**config.mk**
```make
export PLATFORM = sky130hd
export DESIGN_NAME = mem_port_arbiter
export DESIGN_NICKNAME = d
export VERILOG_FILES = /design/src/rtl/mem_port_arbiter_pkg.sv /design/src/rtl/mem_port_arbiter_watchdog.sv /design/src/rtl/mem_port_arbiter.sv
export SDC_FILE = /design/constraint.sdc
export NUM_CORES = 1
export LEC_CHECK = 0
export CAP_MARGIN = 20
export CORE_MARGIN = 1.5
export CORE_UTILIZATION = 46
export CTS_CLUSTER_DIAMETER = 60
export DETAILED_ROUTE_END_ITERATION = 7
export HOLD_SLACK_MARGIN = 0.15
export MAX_ROUTING_LAYER = met4
export PLACE_DENSITY = 0.9
export SYNTH_ARGS = -nofsm -noshare
export SYNTH_HDL_FRONTEND = slang
export SYNTH_SLANG_ARGS = --single-unit
```
**constraint.sdc**
```tcl
create_clock -name i_clk -period 7.3 [get_ports i_clk]
set_input_delay 1.825 -clock i_clk [delete_from_list [all_inputs] [get_ports i_clk]]
set_output_delay 1.825 -clock i_clk [all_outputs]
set_load 0.02 [all_outputs]
```
**src/rtl/mem_port_arbiter_pkg.sv**
```systemverilog
// mem_port_arbiter shared types and constants.
// Port-owner states and fixed bus values.
package mem_port_arbiter_pkg;

    typedef enum logic [1:0] {
        IDLE   = 2'd0,
        D_WAIT = 2'd1,
        I_WAIT = 2'd2
    } arb_state_t;

    localparam logic [3:0]  FETCH_SEL    = 4'hF;
    localparam logic [31:0] TIMEOUT_DATA = 32'h0;
    localparam int          WDOG_W       = 8;

endpackage

```
**src/rtl/mem_port_arbiter_watchdog.sv**
```systemverilog
// Bus-wait watchdog for mem_port_arbiter.
// Counts wait cycles; flags the last allowed one.
module arb_watchdog
    import mem_port_arbiter_pkg::*;
#(
    parameter int TIMEOUT_CYCLES = 255
) (
    input  logic i_clk,
    input  logic i_reset,
    input  logic i_clr,
    input  logic i_en,
    output logic o_timeout
);

    localparam logic [WDOG_W-1:0] LP_LAST =
        WDOG_W'(TIMEOUT_CYCLES - 1);

    logic [WDOG_W-1:0] r_cnt;

    // wait-cycle counter, restarted at every transfer boundary
    always_ff @(posedge i_clk) begin
        if (i_reset || i_clr) begin
            r_cnt <= '0;
        end else if (i_en) begin
            r_cnt <= r_cnt + 1'b1;
        end
    end

    // fires in the TIMEOUT_CYCLES-th cycle of a wait
    assign o_timeout = i_en & (r_cnt == LP_LAST);

endmodule

```
**src/rtl/mem_port_arbiter.sv**
```systemverilog
// Shared fetch/data Wishbone port arbiter.
// Data first, back-to-back transfers, watchdog.
module mem_port_arbiter
    import mem_port_arbiter_pkg::*;
#(
    parameter int ADDR_W         = 32,
    parameter int DATA_W         = 32,
    parameter int TIMEOUT_CYCLES = 255
) (
    input  logic              i_clk,
    input  logic              i_reset,
    input  logic              i_if_req,
    input  logic [ADDR_W-1:0] i_if_addr,
    output logic [DATA_W-1:0] o_if_rdata,
    input  logic              i_d_req,
    input  logic              i_d_we,
    input  logic [ADDR_W-1:0] i_d_addr,
    input  logic [DATA_W-1:0] i_d_wdata,
    input  logic [3:0]        i_d_sel,
    output logic [DATA_W-1:0] o_d_rdata,
    output logic              o_bus_cyc,
    output logic              o_bus_stb,
    output logic              o_bus_we,
    output logic [ADDR_W-1:0] o_bus_addr,
    output logic [DATA_W-1:0] o_bus_wdata,
    output logic [3:0]        o_bus_sel,
    input  logic [DATA_W-1:0] i_bus_rdata,
    input  logic              i_bus_ack,
    output logic              o_stall_pipl,
    output logic              o_bus_err
);

    arb_state_t        r_state;
    arb_state_t        w_state_nx;
    logic              w_load;

    logic              r_d_done;
    logic              r_if_done;

    logic              r_bus_cyc;
    logic              r_bus_we;
    logic [ADDR_W-1:0] r_bus_addr;
    logic [DATA_W-1:0] r_bus_wdata;
    logic [3:0]        r_bus_sel;
    logic              r_bus_err;

    logic [DATA_W-1:0] r_if_rdata;
    logic [DATA_W-1:0] r_d_rdata;

    logic              w_wait;
    logic              w_timeout;
    logic              w_ack;
    logic              w_to;
    logic              w_xfer_end;
    logic              w_d_fin;
    logic              w_i_fin;
    logic              w_d_want;
    logic              w_i_want;
    logic              w_stall;
    logic              w_d_cap;
    logic [DATA_W-1:0] w_cap_data;

    assign w_wait = (r_state != IDLE);

    // an ack on the timeout cycle wins over the timeout
    assign w_ack      = w_wait & i_bus_ack;
    assign w_to       = w_timeout & ~i_bus_ack;
    assign w_xfer_end = w_ack | w_to;

    assign w_d_fin = (r_state == D_WAIT) & w_xfer_end;
    assign w_i_fin = (r_state == I_WAIT) & w_xfer_end;

    // requests still needing a bus transfer after this cycle
    assign w_d_want = i_d_req  & ~r_d_done  & ~w_d_fin;
    assign w_i_want = i_if_req & ~r_if_done & ~w_i_fin;

    assign w_stall  = w_d_want | w_i_want;

    assign w_cap_data = w_ack ? i_bus_rdata : TIMEOUT_DATA;
    assign w_d_cap    = w_d_fin & ~r_bus_we;

    arb_watchdog #(
        .TIMEOUT_CYCLES (TIMEOUT_CYCLES)
    ) u_wdog (
        .i_clk     (i_clk),
        .i_reset   (i_reset),
        .i_clr     (~w_wait | w_xfer_end),
        .i_en      (w_wait),
        .o_timeout (w_timeout)
    );

    // state register
    always_ff @(posedge i_clk) begin
        if (i_reset) begin
            r_state <= IDLE;
        end else begin
            r_state <= w_state_nx;
        end
    end

    // next owner: data before fetch, at idle or at a transfer end
    always_comb begin
        w_state_nx = r_state;
        w_load     = 1'b0;
        unique case (r_state)
            IDLE: begin
                if (w_d_want) begin
                    w_state_nx = D_WAIT;
                    w_load     = 1'b1;
                end else if (w_i_want) begin
                    w_state_nx = I_WAIT;
                    w_load     = 1'b1;
                end
            end
            D_WAIT, I_WAIT: begin
                if (w_xfer_end) begin
                    if (w_d_want) begin
                        w_state_nx = D_WAIT;
                        w_load     = 1'b1;
                    end else if (w_i_want) begin
                        w_state_nx = I_WAIT;
                        w_load     = 1'b1;
                    end else begin
                        w_state_nx = IDLE;
                    end
                end
            end
            default: begin
                w_state_nx = IDLE;
            end
        endcase
    end

    // registered bus request, stable for the whole wait
    always_ff @(posedge i_clk) begin
        if (i_reset) begin
            r_bus_cyc   <= 1'b0;
            r_bus_we    <= 1'b0;
            r_bus_addr  <= '0;
            r_bus_wdata <= '0;
            r_bus_sel   <= '0;
        end else if (w_load) begin
            r_bus_cyc <= 1'b1;
            if (w_state_nx == D_WAIT) begin
                r_bus_we    <= i_d_we;
                r_bus_addr  <= i_d_addr;
                r_bus_wdata <= i_d_wdata;
                r_bus_sel   <= i_d_sel;
            end else begin
                r_bus_we    <= 1'b0;
                r_bus_addr  <= i_if_addr;
                r_bus_sel   <= FETCH_SEL;
            end
        end else if (w_xfer_end) begin
            r_bus_cyc <= 1'b0;
        end
    end

    // served flags, dropped whenever the pipeline advances
    always_ff @(posedge i_clk) begin
        if (i_reset) begin
            r_d_done  <= 1'b0;
            r_if_done <= 1'b0;
        end else if (!w_stall) begin
            r_d_done  <= 1'b0;
            r_if_done <= 1'b0;
        end else begin
            if (w_d_fin && i_d_req) begin
                r_d_done <= 1'b1;
            end
            if (w_i_fin && i_if_req) begin
                r_if_done <= 1'b1;
            end
        end
    end

    // read-data capture; stores leave load data alone
    always_ff @(posedge i_clk) begin
        if (i_reset) begin
            r_if_rdata <= '0;
            r_d_rdata  <= '0;
        end else begin
            if (w_i_fin) begin
                r_if_rdata <= w_cap_data;
            end
            if (w_d_cap) begin
                r_d_rdata <= w_cap_data;
            end
        end
    end

    // one-cycle error pulse after a watchdog expiry
    always_ff @(posedge i_clk) begin
        if (i_reset) begin
            r_bus_err <= 1'b0;
        end else begin
            r_bus_err <= w_to;
        end
    end

    // completion data is forwarded so the pipeline can advance on the ack
    assign o_if_rdata = w_i_fin ? w_cap_data : r_if_rdata;
    assign o_d_rdata  = w_d_cap ? w_cap_data : r_d_rdata;

    assign o_bus_cyc    = r_bus_cyc;
    assign o_bus_stb    = r_bus_cyc;
    assign o_bus_we     = r_bus_we;
    assign o_bus_addr   = r_bus_addr;
    assign o_bus_wdata  = r_bus_wdata;
    assign o_bus_sel    = r_bus_sel;
    assign o_stall_pipl = w_stall;
    assign o_bus_err    = r_bus_err;

endmodule

```
**After elaboration in Yosys (flattened, before gate mapping)**

Cells that the tools add are included.

- Input port bits: 138
- ROM bits: 0
- Output and inout bits: 137
- Register bits: 147
- Word-level logic and storage cells: 65
- Memories: 0
- Bits in latches: 0
- Bits in writable memories: 0

- Reduce and logical (&&, ||, !) cells: 9
- Multiplexer cells: 18
- Bitwise logic cells: 21
- Shift-type cells: 0
- Add/sub/neg operators: 1
- Equality and inequality tests: 4
- Div/mod/pow operators: 0
- Multipliers: 0
- $lt $le $gt $ge: 0

Operators with widths:

| operator | number |
|---|---|
| $mux 32 | 4 |
| $and 1x1->1 | 10 |
| $mux 2 | 5 |
| $add 8x1->8 const B | 1 |
| $eq 8x8->1 const B | 1 |
| $not 1->1 | 8 |
| $mux 1 | 6 |
| $eq 2x1->1 const B | 2 |
| $mux 4 | 1 |
| $pmux 2 s2 | 1 |
| $reduce_bool 2->1 | 2 |
| $reduce_or 2->1 | 2 |
| $or 1x1->1 | 3 |
| $eq 2x2->1 const B | 1 |
| $logic_and 1x1->1 | 2 |
| $logic_not 2->1 | 1 |
| $pmux 1 s2 | 1 |
| $reduce_and 2->1 | 1 |
| $logic_or 1x1->1 | 1 |

**Longest topological paths before layout**

- Depth in word-level cells: 13
- Mapped depth: 14
- Mapped depth without buffers: 8

**Cells and area by module**

A second synthesis with hierarchy kept.

- Cell total of the unflattened synthesis: 653
- Area total of the unflattened synthesis: 6145.9 µm²

Modules (own cells, without submodules):

| module | area each (µm²) | times used | cells an instance |
|---|---|---|---|
| mem_port_arbiter | 5776.8 | 1 | 611 |
| arb_watchdog | 369.1 | 1 | 42 |

**Least setup slack after synthesis**

OpenSTA, ideal clock, no wires.

- Kind: input to output
- From: input port i_bus_ack
- To: output port o_d_rdata[23]
- Required time: 5.475 ns
- Buffers on the path: 3
- Setup slack: 2.172 ns
- Cell stages on the path: 7
- Data arrival time: 3.303 ns
- Cell sequence: nor2b_1 clkbuf_1 a21o_1 buf_6 nand3b_1 clkbuf_1 o21ai_0

- Longest elaborated chain between the ends: 6

Ends and longest elaborated chain:

| what | line | text |
|---|---|---|
| start, declared | mem_port_arbiter.sv:28 | `input logic i_bus_ack,` |
| $not 1->1 | mem_port_arbiter.sv:67 | `assign w_to = w_timeout & ~i_bus_ack;` |
| $and 1x1->1 | mem_port_arbiter.sv:67 |  |
| $or 1x1->1 | mem_port_arbiter.sv:68 | `assign w_xfer_end = w_ack \| w_to;` |
| $and 1x1->1 | mem_port_arbiter.sv:70 | `assign w_d_fin = (r_state == D_WAIT) & w_xfer_end;` |
| $and 1x1->1 | mem_port_arbiter.sv:80 | `assign w_d_cap = w_d_fin & ~r_bus_we;` |
| $mux 32 (*) | n/a |  |
| end, declared | mem_port_arbiter.sv:20 | `output logic [DATA_W-1:0] o_d_rdata,` |

Every way passes the cells marked *; elsewhere a longest branch is shown, timed or not.

**Worst setup path in the final report**

- From: input port i_bus_ack
- To: output port o_d_rdata[20]

Same word-level chain as after synthesis.

==> run_results.csv <==
group,metric,value,unit
run_status,status,"completed",
clock_tree,clock_sinks,147,
synth,synthTopCellsByArea,"dfxtp_1, o21ai_0, nor2b_1",
synth,synth_warnings,0,
grt,grt_max_degree,102,
cells_and_area,layout.nets,1138,
floorplan,io_pins,275,
clock_tree,cts_max_path_buffers,2,
synth,yosysUniqueCellTypes,41,
floorplan,fp-row-count,42,
floorplan,start_util,47.84,%
clock_tree,path_clk_slew,0.06,ns
setup_path,cp-start-kind,"input pin",
synth,synth_top_area_share,45.90,%
synth,avgSynthCellArea,8.392,um2
synth,syn_inst,764,
detailed_routing,vias,6583,
detailed_routing,post_drt_wl_per_cell,17.53,um
sta,fmax,153.4,MHz
min_path,hp-class,"flop to flop",
floorplan,design.core.area,13400,um2
synth,synth_top_cell_by_area,"dfxtp_1",
detailed_routing,drtIter0Drc,615,
setup_path,crit_chain,"clkdlybuf4s50_1 -> nor2b_2 -> a21o_1 -> nand3b_1 -> buf_4 -> o21ai_0 -> clkdlybuf4s50_1",
power,ir_drop,0.1517,mV
grt,track_usage,28.75,%
grt,grt_pass1_vias,6385,
power,p_per_area,262.2,nW/um2
sta,drv_slew,0,
job,drv_cap,0,
synth,seq_area_frac_synth,45.90,%
power,p_leak,0.003388,uW
setup_path,cp-end-kind,"primary output",
sta,finalSetupViolCount,0,
clock_tree,cts_buffers,17,
setup_path,reg2reg_slack,3.52,ns
setup_path,critPathTopFamily,"buffers and inverters",
placement,place.gp.congestion,0.8754,
clock_tree,clock-root-buffer,"clkbuf_16",
sta,period_needed,6.520,ns
detailed_routing,post_drt_via_cell_ratio,5.565,
clock_tree,cts_resized,0,
placement,io_buffers,274,
sta,fin_crit_sh,89.32,%
clock_tree,htreeDepth,4,
cells_and_area,finalInstanceArea,9737,um2
detailed_routing,drtPass1Iterations,6,
cells_and_area,drive_gt1_share,6.951,%
synth,async_flop_share,0,%
sta,tightest_slew,1.038,ns
floorplan,fp.dieW,121.1,um
sta,fin_skew,0.01097,ns
setup_path,critPathSlowestCell,"clkdlybuf4s50_1",
synth,syn_area,6411,um2
detailed_routing,drc,0,
setup_path,arrival,4.70,ns
placement,place_area,9121,um2
synth,synth_seq_cells,147,
setup_path,required,5.48,ns
setup_path,path_buf_inv,3,
setup_path,crit_path_max_fanout,21,
placement,post-dp-hpwl,13690,um
synth,synth_edf_count,0,
floorplan,die-height,121.1,um
cells_and_area,antenna_cells,0,
setup_path,path_class,"input pin to primary output",
clock_tree,post-cts-setup-buffer-count,0,
sta,rsz0062_at_grt,"false",
detailed_routing,antenna_left,0,
setup_path,crit_top_cell,"clkdlybuf4s50_1",
detailed_routing,routed_wl,20740,um
floorplan,dieArea,14650,um2
sta,finalHoldViolCount,0,
synth,synth_ff_type,"dfxtp_1",
sta,tns,0,ns
grt,overflow,0,
grt,antenna_found_initial,0,
sta,maxSlewHeadroom,30.79,%
clock_tree,cts_hold_buf,0,
cells_and_area,finish.utilization,72.66,%
cells_and_area,area_growth,51.87,%
clock_tree,tritoncts,"done",
clock_tree,insertion_delay,0.41,ns
synth,synthesis.nets,908,
grt,grt_pass1_wl,32550,um
setup_path,slowest_delay,0.65,ns
-- registers in the layout, summed over array words and instances (netlist names), 2 cells and up --
register / cells
r_d_rdata: 32
r_state: 2
r_if_rdata: 32
o_bus_addr: 32
u_wdog.r_cnt: 8
o_bus_wdata: 32
o_bus_sel: 4
-- metal layers --
metal / share of wire (%) / wire, um / global-route usage (%)
met3: 7.8 / 1623 / 7.425
met1: 41 / 8419 / 34.40
met5: 0 / 0 / -
met4: 2.6 / 540 / 10.88
met2: 49 / 10160 / 46.73
-- final cells by class --
class                      instances  area, um2
inverter                           4      15.01
multi-input combinational        535       3090
sequential                       147       2943
timing repair buffer             289       2853
tap                              176      220.2
fill                             981       3664
clock buffer                      18      429.2
clock inverter                    14      186.4
-- through the flow --
| step | total power (uW) | std cells | hold WS, ns | setup WS [ns] |
|---|---|---|---|---|
| 2_1_floorplan | 1361 | 764 | 0.4173 | 2.172 |
| 3_3_place_gp | 1638 | 1151 | 0.4331 | 0.9170 |
| 6_report | 2553 | 1183 | 0.4517 | 0.7797 |
| 5_1_grt | 2662 | 1183 | 0.4659 | 0.5355 |
| 4_1_cts | 2556 | 1183 | 0.4597 | 0.7978 |
| 3_5_place_dp | 1644 | 1151 | 0.4459 | 0.8045 |
-- worst register-to-register path: stages (launching register included) --
cell and delay (ns):
dfxtp_1 0.43, inv_1 0.11, ha_1 0.26, inv_1 0.70, nand3_1 0.13, o21ai_0 0.51, a221o_2 0.92, buf_4 0.35
o31ai_1 0.09, a21oi_1 0.21
-- cells in the final DEF (no fill, tap or decap), types with 2 or more instances in the layout --
master	synthesis	layout
o31ai_1	16	16
bufinv_16	0	4
clkinvlp_4	0	2
ha_1	6	6
nor3_1	9	9
dfxtp_1	147	147
clkbuf_16	0	17
clkinv_4	0	2
xnor2_1	3	3
nand2b_1	2	2
nor4_1	5	5
a31oi_1	2	2
nand4_1	35	35
nand3_1	36	36
o21ai_0	93	93
buf_4	4	16
inv_1	4	4
clkdlybuf4s50_1	0	273
o31ai_2	16	16
clkinv_2	0	5
nor2b_1	67	66
a21o_1	3	3
nand2_1	102	102
and3_1	2	2
a311oi_1	32	32
xor2_1	3	3
nor2_1	44	44
o21ai_1	7	7
a21oi_1	38	38
-- synthesized netlist by cell type, drive strengths merged, types with 3 or more instances --
| master | n |
|---|---|
| dfxtp | 147 |
| nand2 | 102 |
| o21ai | 100 |
| nor2b | 67 |
| clkbuf | 45 |
| nor2 | 44 |
| a21oi | 38 |
| nand3 | 36 |
| nand4 | 35 |
| buf | 33 |
| a311oi | 32 |
| o31ai | 32 |
| nor3 | 9 |
| ha | 6 |
| nor4 | 5 |
| inv | 4 |
| a21o | 3 |
| xnor2 | 3 |
| xor2 | 3 |
-- report_power, final --
| part | total [uW] | internal [uW] | leakage [uW] | switching, uW |
|---|---|---|---|---|
| clock | 915 | 571 | 0.000300 | 344 |
| combinational | 726 | 293 | 0.00189 | 432 |
| sequential | 913 | 873 | 0.00120 | 40.0 |
-- final timing paths --
kind / from / to / depth (start not counted)
min reg2reg: u_wdog.r_cnt[0]$_SDFFE_PP0N_ / u_wdog.r_cnt[0]$_SDFFE_PP0N_ / 1
max reg2reg: r_state[0]$_SDFF_PP0_ / o_bus_wdata[19]$_SDFFE_PP0P_ / 9
max: i_bus_ack / o_d_rdata[20] / 7
min: u_wdog.r_cnt[0]$_SDFFE_PP0N_ / u_wdog.r_cnt[0]$_SDFFE_PP0N_ / 1
-- cell families after synthesis --
family,count (synthesis),synth area share [%]
AO/OA/AOI/OAI,212,21.55
XOR/XNOR,6,0.8198
adder cells (fa/ha/maj),6,1.171
buffers and inverters,82,6.265
flip-flops,147,45.90
multiplexers,1,0.3513
AND/OR/NAND/NOR,310,23.95
Note: power is estimated with default switching activity, not from simulation.
